**src/rtl/sort_triples_if.sv**
```systemverilog
// Bus bundle for the triple sorter: start request, unsorted input array,
// working/sorted output array and the busy/done status flags.
interface sort_triples_if #(
   parameter int STRING_LEN = 8
);
   logic                                start;
   logic [STRING_LEN-1:0][2:0][7:0]     data_in;
   logic [STRING_LEN-1:0][2:0][7:0]     data_out;
   logic                                busy;
   logic                                done;

   modport master (
      output start,
      output data_in,
      input  data_out,
      input  busy,
      input  done
   );

   modport slave (
      input  start,
      input  data_in,
      output data_out,
      output busy,
      output done
   );
endinterface

```
**src/rtl/sort_triples.sv**
```systemverilog
// Odd-even transposition sorter for STRING_LEN triples (rank0, rank1, index).
// One transposition phase per clock; exits early after two consecutive
// swap-free phases, otherwise after phase STRING_LEN-1.
module sort_triples #(
   parameter int STRING_LEN = 8
) (
   input logic           clk,
   input logic           rst,
   sort_triples_if.slave bus
);

   typedef enum logic [1:0] {
      IDLE = 2'd0,
      SORT = 2'd1,
      DONE = 2'd2
   } state_t;

   state_t                          state;
   state_t                          state_next;
   logic [STRING_LEN-1:0][2:0][7:0] arr;
   logic [STRING_LEN-1:0][2:0][7:0] arr_phase;
   logic [7:0]                      phase_cnt;
   logic                            no_swap_prev;
   logic                            any_swap;
   logic                            last_phase;
   logic                            early_exit;

   // Full 24-bit key: rank0 most significant, then rank1, then index.
   function automatic logic [23:0] key_of(input logic [2:0][7:0] t);
      return {t[0], t[1], t[2]};
   endfunction

   // One transposition phase: disjoint pairs compared on the current array,
   // selected by the phase parity, all swapped in parallel.
   always_comb begin
      arr_phase = arr;
      any_swap  = 1'b0;
      for (int j = 0; j < STRING_LEN - 1; j++) begin
         if (((j % 2) == 1) == phase_cnt[0]) begin
            if (key_of(arr[j]) > key_of(arr[j+1])) begin
               arr_phase[j]   = arr[j+1];
               arr_phase[j+1] = arr[j];
               any_swap       = 1'b1;
            end
         end
      end
   end

   // A two-element array is fully sorted by its single even phase.
   assign last_phase = (phase_cnt == 8'(STRING_LEN - 1)) || (STRING_LEN == 2);
   assign early_exit = !any_swap && no_swap_prev;

   // Next-state decode: capture on start, sort until finished, pulse done.
   always_comb begin
      state_next = state;
      case (state)
         IDLE: begin
            if (bus.start) begin
               state_next = SORT;
            end
         end
         SORT: begin
            if (last_phase || early_exit) begin
               state_next = DONE;
            end
         end
         DONE: begin
            state_next = IDLE;
         end
         default: begin
            state_next = IDLE;
         end
      endcase
   end

   // State register.
   always_ff @(posedge clk or negedge rst) begin
      if (!rst) begin
         state <= IDLE;
      end else begin
         state <= state_next;
      end
   end

   // Working array, phase counter and swap history; captured in IDLE, updated
   // once per phase in SORT, held otherwise.
   always_ff @(posedge clk or negedge rst) begin
      if (!rst) begin
         arr          <= '0;
         phase_cnt    <= 8'd0;
         no_swap_prev <= 1'b0;
      end else begin
         if (state == IDLE && bus.start) begin
            arr          <= bus.data_in;
            phase_cnt    <= 8'd0;
            no_swap_prev <= 1'b0;
         end else if (state == SORT) begin
            arr          <= arr_phase;
            phase_cnt    <= phase_cnt + 8'd1;
            no_swap_prev <= !any_swap;
         end
      end
   end

   assign bus.data_out = arr;
   assign bus.busy     = (state == SORT);
   assign bus.done     = (state == DONE);

endmodule

```
**src/flat_wrapper.sv**
```systemverilog
// flat-port wrapper written by rule: the top's interface ports become plain ports
module sort_triples_flat 
#(
   parameter int STRING_LEN = 8
)
  (clk, rst, bus_start, bus_data_in, bus_data_out, bus_busy, bus_done);
  sort_triples_if #(.STRING_LEN(STRING_LEN)) bus_i ();
  input logic clk;
  input logic rst;
  input wire logic [$bits(bus_i.start)-1:0] bus_start;
  input wire logic [$bits(bus_i.data_in)-1:0] bus_data_in;
  output wire logic [$bits(bus_i.data_out)-1:0] bus_data_out;
  output wire logic [$bits(bus_i.busy)-1:0] bus_busy;
  output wire logic [$bits(bus_i.done)-1:0] bus_done;
  assign bus_i.start = bus_start;
  assign bus_i.data_in = bus_data_in;
  assign bus_data_out = bus_i.data_out;
  assign bus_busy = bus_i.busy;
  assign bus_done = bus_i.done;
  sort_triples #(.STRING_LEN(STRING_LEN)) u_core (.clk(clk), .rst(rst), .bus(bus_i));
endmodule
```
**config.mk**
```make
export PLATFORM = sky130hd
export DESIGN_NAME = sort_triples_flat
export DESIGN_NICKNAME = d
export VERILOG_FILES = /design/src/rtl/sort_triples_if.sv /design/src/rtl/sort_triples.sv /design/src/flat_wrapper.sv
export SDC_FILE = /design/constraint.sdc
export NUM_CORES = 1
export LEC_CHECK = 0
export CORE_UTILIZATION = 34
export CTS_CLUSTER_DIAMETER = 80
export DETAILED_ROUTE_END_ITERATION = 16
export PLACE_DENSITY_LB_ADDON = 0.3
export RECOVER_POWER = 100
export SETUP_SLACK_MARGIN = 0.3
export SYNTH_ARGS = -nofsm -noshare
export SYNTH_HDL_FRONTEND = slang
export SYNTH_SLANG_ARGS = --single-unit
```
**constraint.sdc**
```tcl
create_clock -name clk -period 3.32 [get_ports clk]
set_input_delay 0.664 -clock clk [delete_from_list [all_inputs] [get_ports clk]]
set_output_delay 0.664 -clock clk [all_outputs]
set_load 0.02 [all_outputs]
```
==> results of run 1 <==
-- area by class of cell --
cell class                      count  area [um^2]
Timing Repair Buffer              589         5830
Tap cell                          592          741
Antenna cell                        2         5.00
Clock buffer                       40          795
Sequential cell                   203         5100
Multi-Input combinational cell   1305         9620
Fill cell                        4155        21700
Clock inverter                      8         93.8
Inverter                          173          652
-- how the worst max path moves through the flow --
stage	startpoint	to	slack [ps]	cells past startpoint
floorplan	u_core.bus.data_out[53]	u_core.bus.data_out[60]	300	12
global placement	u_core.bus.data_out[55]	u_core.bus.data_out[55]	170	11
detailed placement	u_core.bus.data_out[55]	u_core.bus.data_out[54]	60	11
CTS	u_core.bus.data_out[151]	u_core.bus.data_out[151]	300	12
global route	u_core.bus.data_out[155]	u_core.bus.data_out[147]	70	11
finish	u_core.bus.data_out[146]	u_core.bus.data_out[122]	130	12
-- registers in the layout, indices dropped and copies added, names as in the netlist --
register / flops
u_core.bus.data_out: 192
u_core.phase_cnt: 8
u_core.state: 2
u_core.no_swap_prev: 1
-- cells in the mapped netlist (all sizes together) (8+ instances only) --
cell    instances  area [um^2]
a221o          74          741
o31ai          10         75.1
clkbuf         98          368
a211o          25          219
o21ai         170          851
nand4          31          194
a211oi          8         60.1
nand2          90          338
mux2i         145         1450
nand3          30          150
nor3           77          385
ha            169         2110
dfrtp         203         5080
nor2           98          368
a22oi          25          188
a21oi         262         1310
buf            27          163
a222oi         24          240
o211ai         11         87.6
inv           173          649
-- worst register-to-register path: stages, from the launching register on --
cell,delay [ps]
dfrtp_1,450
inv_1,140
ha_4,310
nand4_1,120
nor4_1,590
buf_4,230
o311a_1,150
o211ai_1,190
buf_4,270
buf_6,160
o21ai_0,170
a21oi_1,60
a221o_1,260
-- timing repair --
| item | 4_1_cts | 5_1_grt |
|---|---|---|
| gates cloned | 4 | 12 |
| buffers inserted | 15 | 22 |
| hold buffers | 0 | 0 |
| endpoints found under the setup margin | 121 | 171 |
| resized for setup | 28 | 104 |
| pin swaps | 7 | 56 |
-- power groups by stage --
stage / clock, mW / sequential (mW) / combinational [mW]
after floorplan: 0 / 6.80 / 11.5
after global placement: 0 / 5.36 / 20.9
after detailed placement: 0 / 5.40 / 21.3
after CTS: 3.05 / 5.35 / 22.2
after global routing: 3.14 / 5.59 / 25.2
final: 2.99 / 5.40 / 23.2
-- metal layers --
metal	GRT usage (%)	wire, um
met1	34.1	27000
met2	43.8	30600
met3	5.14	4580
met4	7.09	1980
met5	0	35
-- stage by stage --
stage | cells | setup slack (ps)
finish | 2912 | 132
global route | 2911 | 66.8
CTS | 2876 | 304
detailed placement | 2809 | 61.8
global placement | 2809 | 168
floorplan | 1804 | 300
-- logic make-up after synthesis --
family	synth area share (%)
AO/OA/AOI/OAI	25.6
adder cells (fa/ha/maj)	13.7
buffers and inverters	7.65
flip-flops	32.9
multiplexers	9.41
AND/OR/NAND/NOR	10.7
==> qor.yml, run 1 <==
drive_gt1_share_pct: 14.2
pwr-share-clk_pct: 9.5
seq_power_share_pct: 17.1
fin_crit_sh_pct: 96.0
ys_async_sr_fraction_pct: 100
fin_skew_ps: 16.3
switching_power_mw: 15.5
syn_avg_cell_area_um2: 8.55
path_max_fanout: 11
ir_worst_vdd_mv: 0.705
critPathRequiredTime_ps: 3780
gp_congestion: 0.886
cp_num_buf_inv: 4
routed_wl_mm: 64.3
crit_chain: "inv_1 -> ha_4 -> nand4_1 -> nor4_1 -> buf_4 -> o311a_1 -> o211ai_1 -> buf_4 -> buf_6 -> o21ai_0 -> a21oi_1 -> a221o_1"
fin_nets: 2663
r2r-start: "u_core.bus.data_out[146]"
worstReg2RegEnd: "u_core.bus.data_out[122]"
p_sw_share_pct: 49.1
status: "complete, but fails checks"
portBuffers: 388
htree_num_levels: 1
rows: 77
setup_viol: 0
violations: "max-capacitance violations, max-slew violations"
netlist_area_um2: 15400
cts_tree: "done"
viasPerCell: 5.59
min_from: "u_core.phase_cnt[7]"
reg2reg_slack_ps: 130
power_density_nw_per_um2: 1380
cp-start-kind: "flip-flop"
yosysUniqueCellTypes: 48
clock_path_buffers: 3
track_usage_pct: 26.1
grt_max_degree: 121
slowest_delay_ps: 590
initial_core_util_pct: 34.6
fin_crit_ps: 3190
design_area_um2: 22800
synth-edff-count: 0
first_global_vias: 15900
worst_setup_path_end_kind: "flip-flop"
fmax_mhz: 314
root_buffer: "clkbuf_16"
dp.final_hpwl_mm: 47.0
finalPower_mw: 31.6
antenna_found_initial: 7
core_um2: 44500
drc: 0
hold_path_depth: 1
cp.arrival_ps: 3640
die_width_um: 215
numCtsBuffers: 27
final_common_cell: "a21oi_1"
critPathSlowestCell: "nor4_1"
yosysWarnings: 0
slew_violations: 85
worstHoldEndpoint: "u_core.phase_cnt[7]"
clock-sinks: 203
path_delay_family: "compound AO/OA/AOI/OAI gates"
rsz0062_at_grt: "true"
final_cell_mix: "a21oi_1, dlygate4sd3_1, clkdlybuf4s50_1"
ios: 389
leakage_nw: 10.7
fp.dieH_um: 215
ys_ff_latch: 203
hold_viol_final: 0
via_count: 16300
worstSetupPathType: "reg -> reg"
yosysSeqAreaShare_pct: 32.9
drtIter0Drc: 1379
syn-instance-count: 1804
gr-total-overflow: 0
firstDrtPassIters: 5
reg2reg_depth: 12
p_int_mw: 16.1
max-slew-margin-rel_pct: -68.9
synth_flop_cell: "dfrtp_1"
ant_nets: 0
drv_cap: 1
place_area_um2: 20900
syn_nets: 2168
cts.clk_slew.worst_paths_ps: 60
grt_first_pass_wirelength_mm: 94.9
routedWlPerCell_um: 22.1
setup-tns-final_ps: 0
area_growth_syn_to_layout_pct: 48.0
path_common_cell: "buf_4"
clk_latency_ps: 570
die_area_um2: 46200
utilization_pct: 51.3
fin_hold_ws_ps: 491
hold_path_class: "reg -> reg"
p_comb_share_pct: 73.4
worst_pin_slew_ps: 2530
Note: power is estimated with default switching activity, not from simulation.
==> run 2, diff against run 1 <==
DONT_BUFFER_PORTS = 1   (was not set)
==> run 2 against run 1 <==
  * The run ends with negative hold slack left
  * Sequential share of layout area increased by 3.8 points
  * Clock-buffer cell count decreased by 1
  * Final cell count decreased by 12%
  * Register-to-register slack improved by 70 ps
  * Flip-flop and latch count unchanged
  * Via count decreased by 6.2%
==> qor.yml, run 2 (synthesis gave the netlist of run 1 again) <==
root_buffer: "clkbuf_16"
rows: 77
status: "complete, but fails checks"
setup_viol: 0
cts.clk_slew.worst_paths_ps: 60
slowest_delay_ps: 420
violations: "negative hold slack"
reg2reg_depth: 12
routedWlPerCell_um: 25.3
worst_setup_path_end_kind: "flip-flop"
critPathRequiredTime_ps: 3760
die_width_um: 215
initial_core_util_pct: 34.6
path_max_fanout: 24
largest_reg_flops: 192
fin_skew_ps: 12.6
fmax_mhz: 321
max-slew-margin-rel_pct: 52.3
fin_nets: 2313
r2r-start: "u_core.bus.data_out[154]"
clock-sinks: 203
slew_violations: 0
antenna_found_initial: 8
gp_congestion: 0.962
dp_slack_ps: 3.35
htree_num_levels: 1
drv_cap: 0
routed_wl_mm: 65.0
numCtsBuffers: 29
final_cell_mix: "a21oi_1, dfrtp_1, inv_1"
worstSetupPathType: "reg -> reg"
ant_nets: 0
path_delay_family: "compound AO/OA/AOI/OAI gates"
setup-tns-final_ps: 0
die_area_um2: 46200
cp_num_buf_inv: 4
area_growth_syn_to_layout_pct: 26.0
ios: 389
reg2reg_slack_ps: 200
drtIter0Drc: 1231
fill_cells: 4464
via_count: 15300
fin_crit_ps: 3120
firstDrtPassIters: 6
gr-total-overflow: 0
final_common_cell: "a21oi_1"
portBuffers: 0
drc: 0
clk_latency_ps: 570
postLayoutSetupSlackWorst_ps: 200
clock_path_buffers: 3
track_usage_pct: 25.8
critPathSlowestCell: "o211ai_1"
fin_hold_ws_ps: -211
drive_gt1_share_pct: 14.7
cts_tree: "done"
grt_max_degree: 204
worstReg2RegEnd: "u_core.bus.data_out[120]"
hold_path_class: "in -> async"
crit_chain: "clkbuf_1 -> inv_1 -> ha_1 -> nand2_1 -> o21ai_1 -> a21oi_1 -> o211ai_1 -> o211ai_1 -> buf_4 -> buf_12 -> a21oi_1 -> a221o_1"
cp-start-kind: "flip-flop"
core_um2: 44500
grt_first_pass_wirelength_mm: 92.4
hold_viol_final: 203
dp.final_hpwl_mm: 46.4
worst_pin_slew_ps: 715
cp.arrival_ps: 3550
fp.dieH_um: 215
viasPerCell: 5.95
rsz0062_at_grt: "true"
fin_crit_sh_pct: 94.0
first_global_vias: 14700
==> run 2: routing by layer <==
layer	wire (um)	up-vias	part of all wire, %	global-route usage [%]
li1	-	6966	-	-
met1	26900	7494	41	33.0
met2	30900	678	47	43.2
met3	4680	131	7.2	5.36
met4	2530	4	3.9	7.97
met5	26	-	0.040	0
==> run 2: worst max-delay path by stage <==
stage                             start  depth (start not counted)                       end
6_report       u_core.bus.data_out[154]                         12  u_core.bus.data_out[120]
5_1_grt        u_core.bus.data_out[154]                         13  u_core.bus.data_out[148]
4_1_cts         u_core.bus.data_out[55]                         11   u_core.bus.data_out[82]
3_5_place_dp    u_core.bus.data_out[55]                         11   u_core.bus.data_out[67]
3_3_place_gp    u_core.bus.data_out[55]                         11   u_core.bus.data_out[71]
2_1_floorplan   u_core.bus.data_out[53]                         12   u_core.bus.data_out[60]
==> run 2: through the flow <==
step	hold slack [ps]	instances	utilization (%)	cell area, um^2
after floorplan	368	1804	-	15400
after global placement	376	2458	38.9	17300
after detailed placement	375	2458	38.9	17300
after CTS	-241	2525	41.9	18600
after global routing	-234	2568	43.7	19400
final	-211	2569	43.7	19400
==> run 2: worst register-to-register path: cells and delay by family, from the launching register on <==
family	cells	cell delay [ps]
AO/OA/AOI/OAI	6	1320
AND/OR/NAND/NOR	1	90
flip-flops	1	400
buffers and inverters	4	880
adder cells (fa/ha/maj)	1	300
==> run 2: layout make-up <==
type | count | area, um^2 | area share, %
multi-input cells | 1303 | 9750 | 50.2
flip-flops and latches | 203 | 5080 | 26.2
repair buffers | 239 | 2190 | 11.3
clock buffers | 39 | 813 | 4.18
well taps | 592 | 741 | 3.81
inverters | 173 | 651 | 3.35
clock inverters | 14 | 186 | 0.959
diodes | 6 | 15.0 | 0.0773
==> run 2: repair_timing <==
action	in CTS	in global routing
resized for setup	23	159
setup buffers	9	23
pin swaps	6	60
hold endpoints to repair	203	203
endpoints found under the setup margin	129	183
cloned	5	15
Power of run 2 is not shown: default switching activity piles up to over one toggle a cycle in this logic, so the estimate is an artifact.
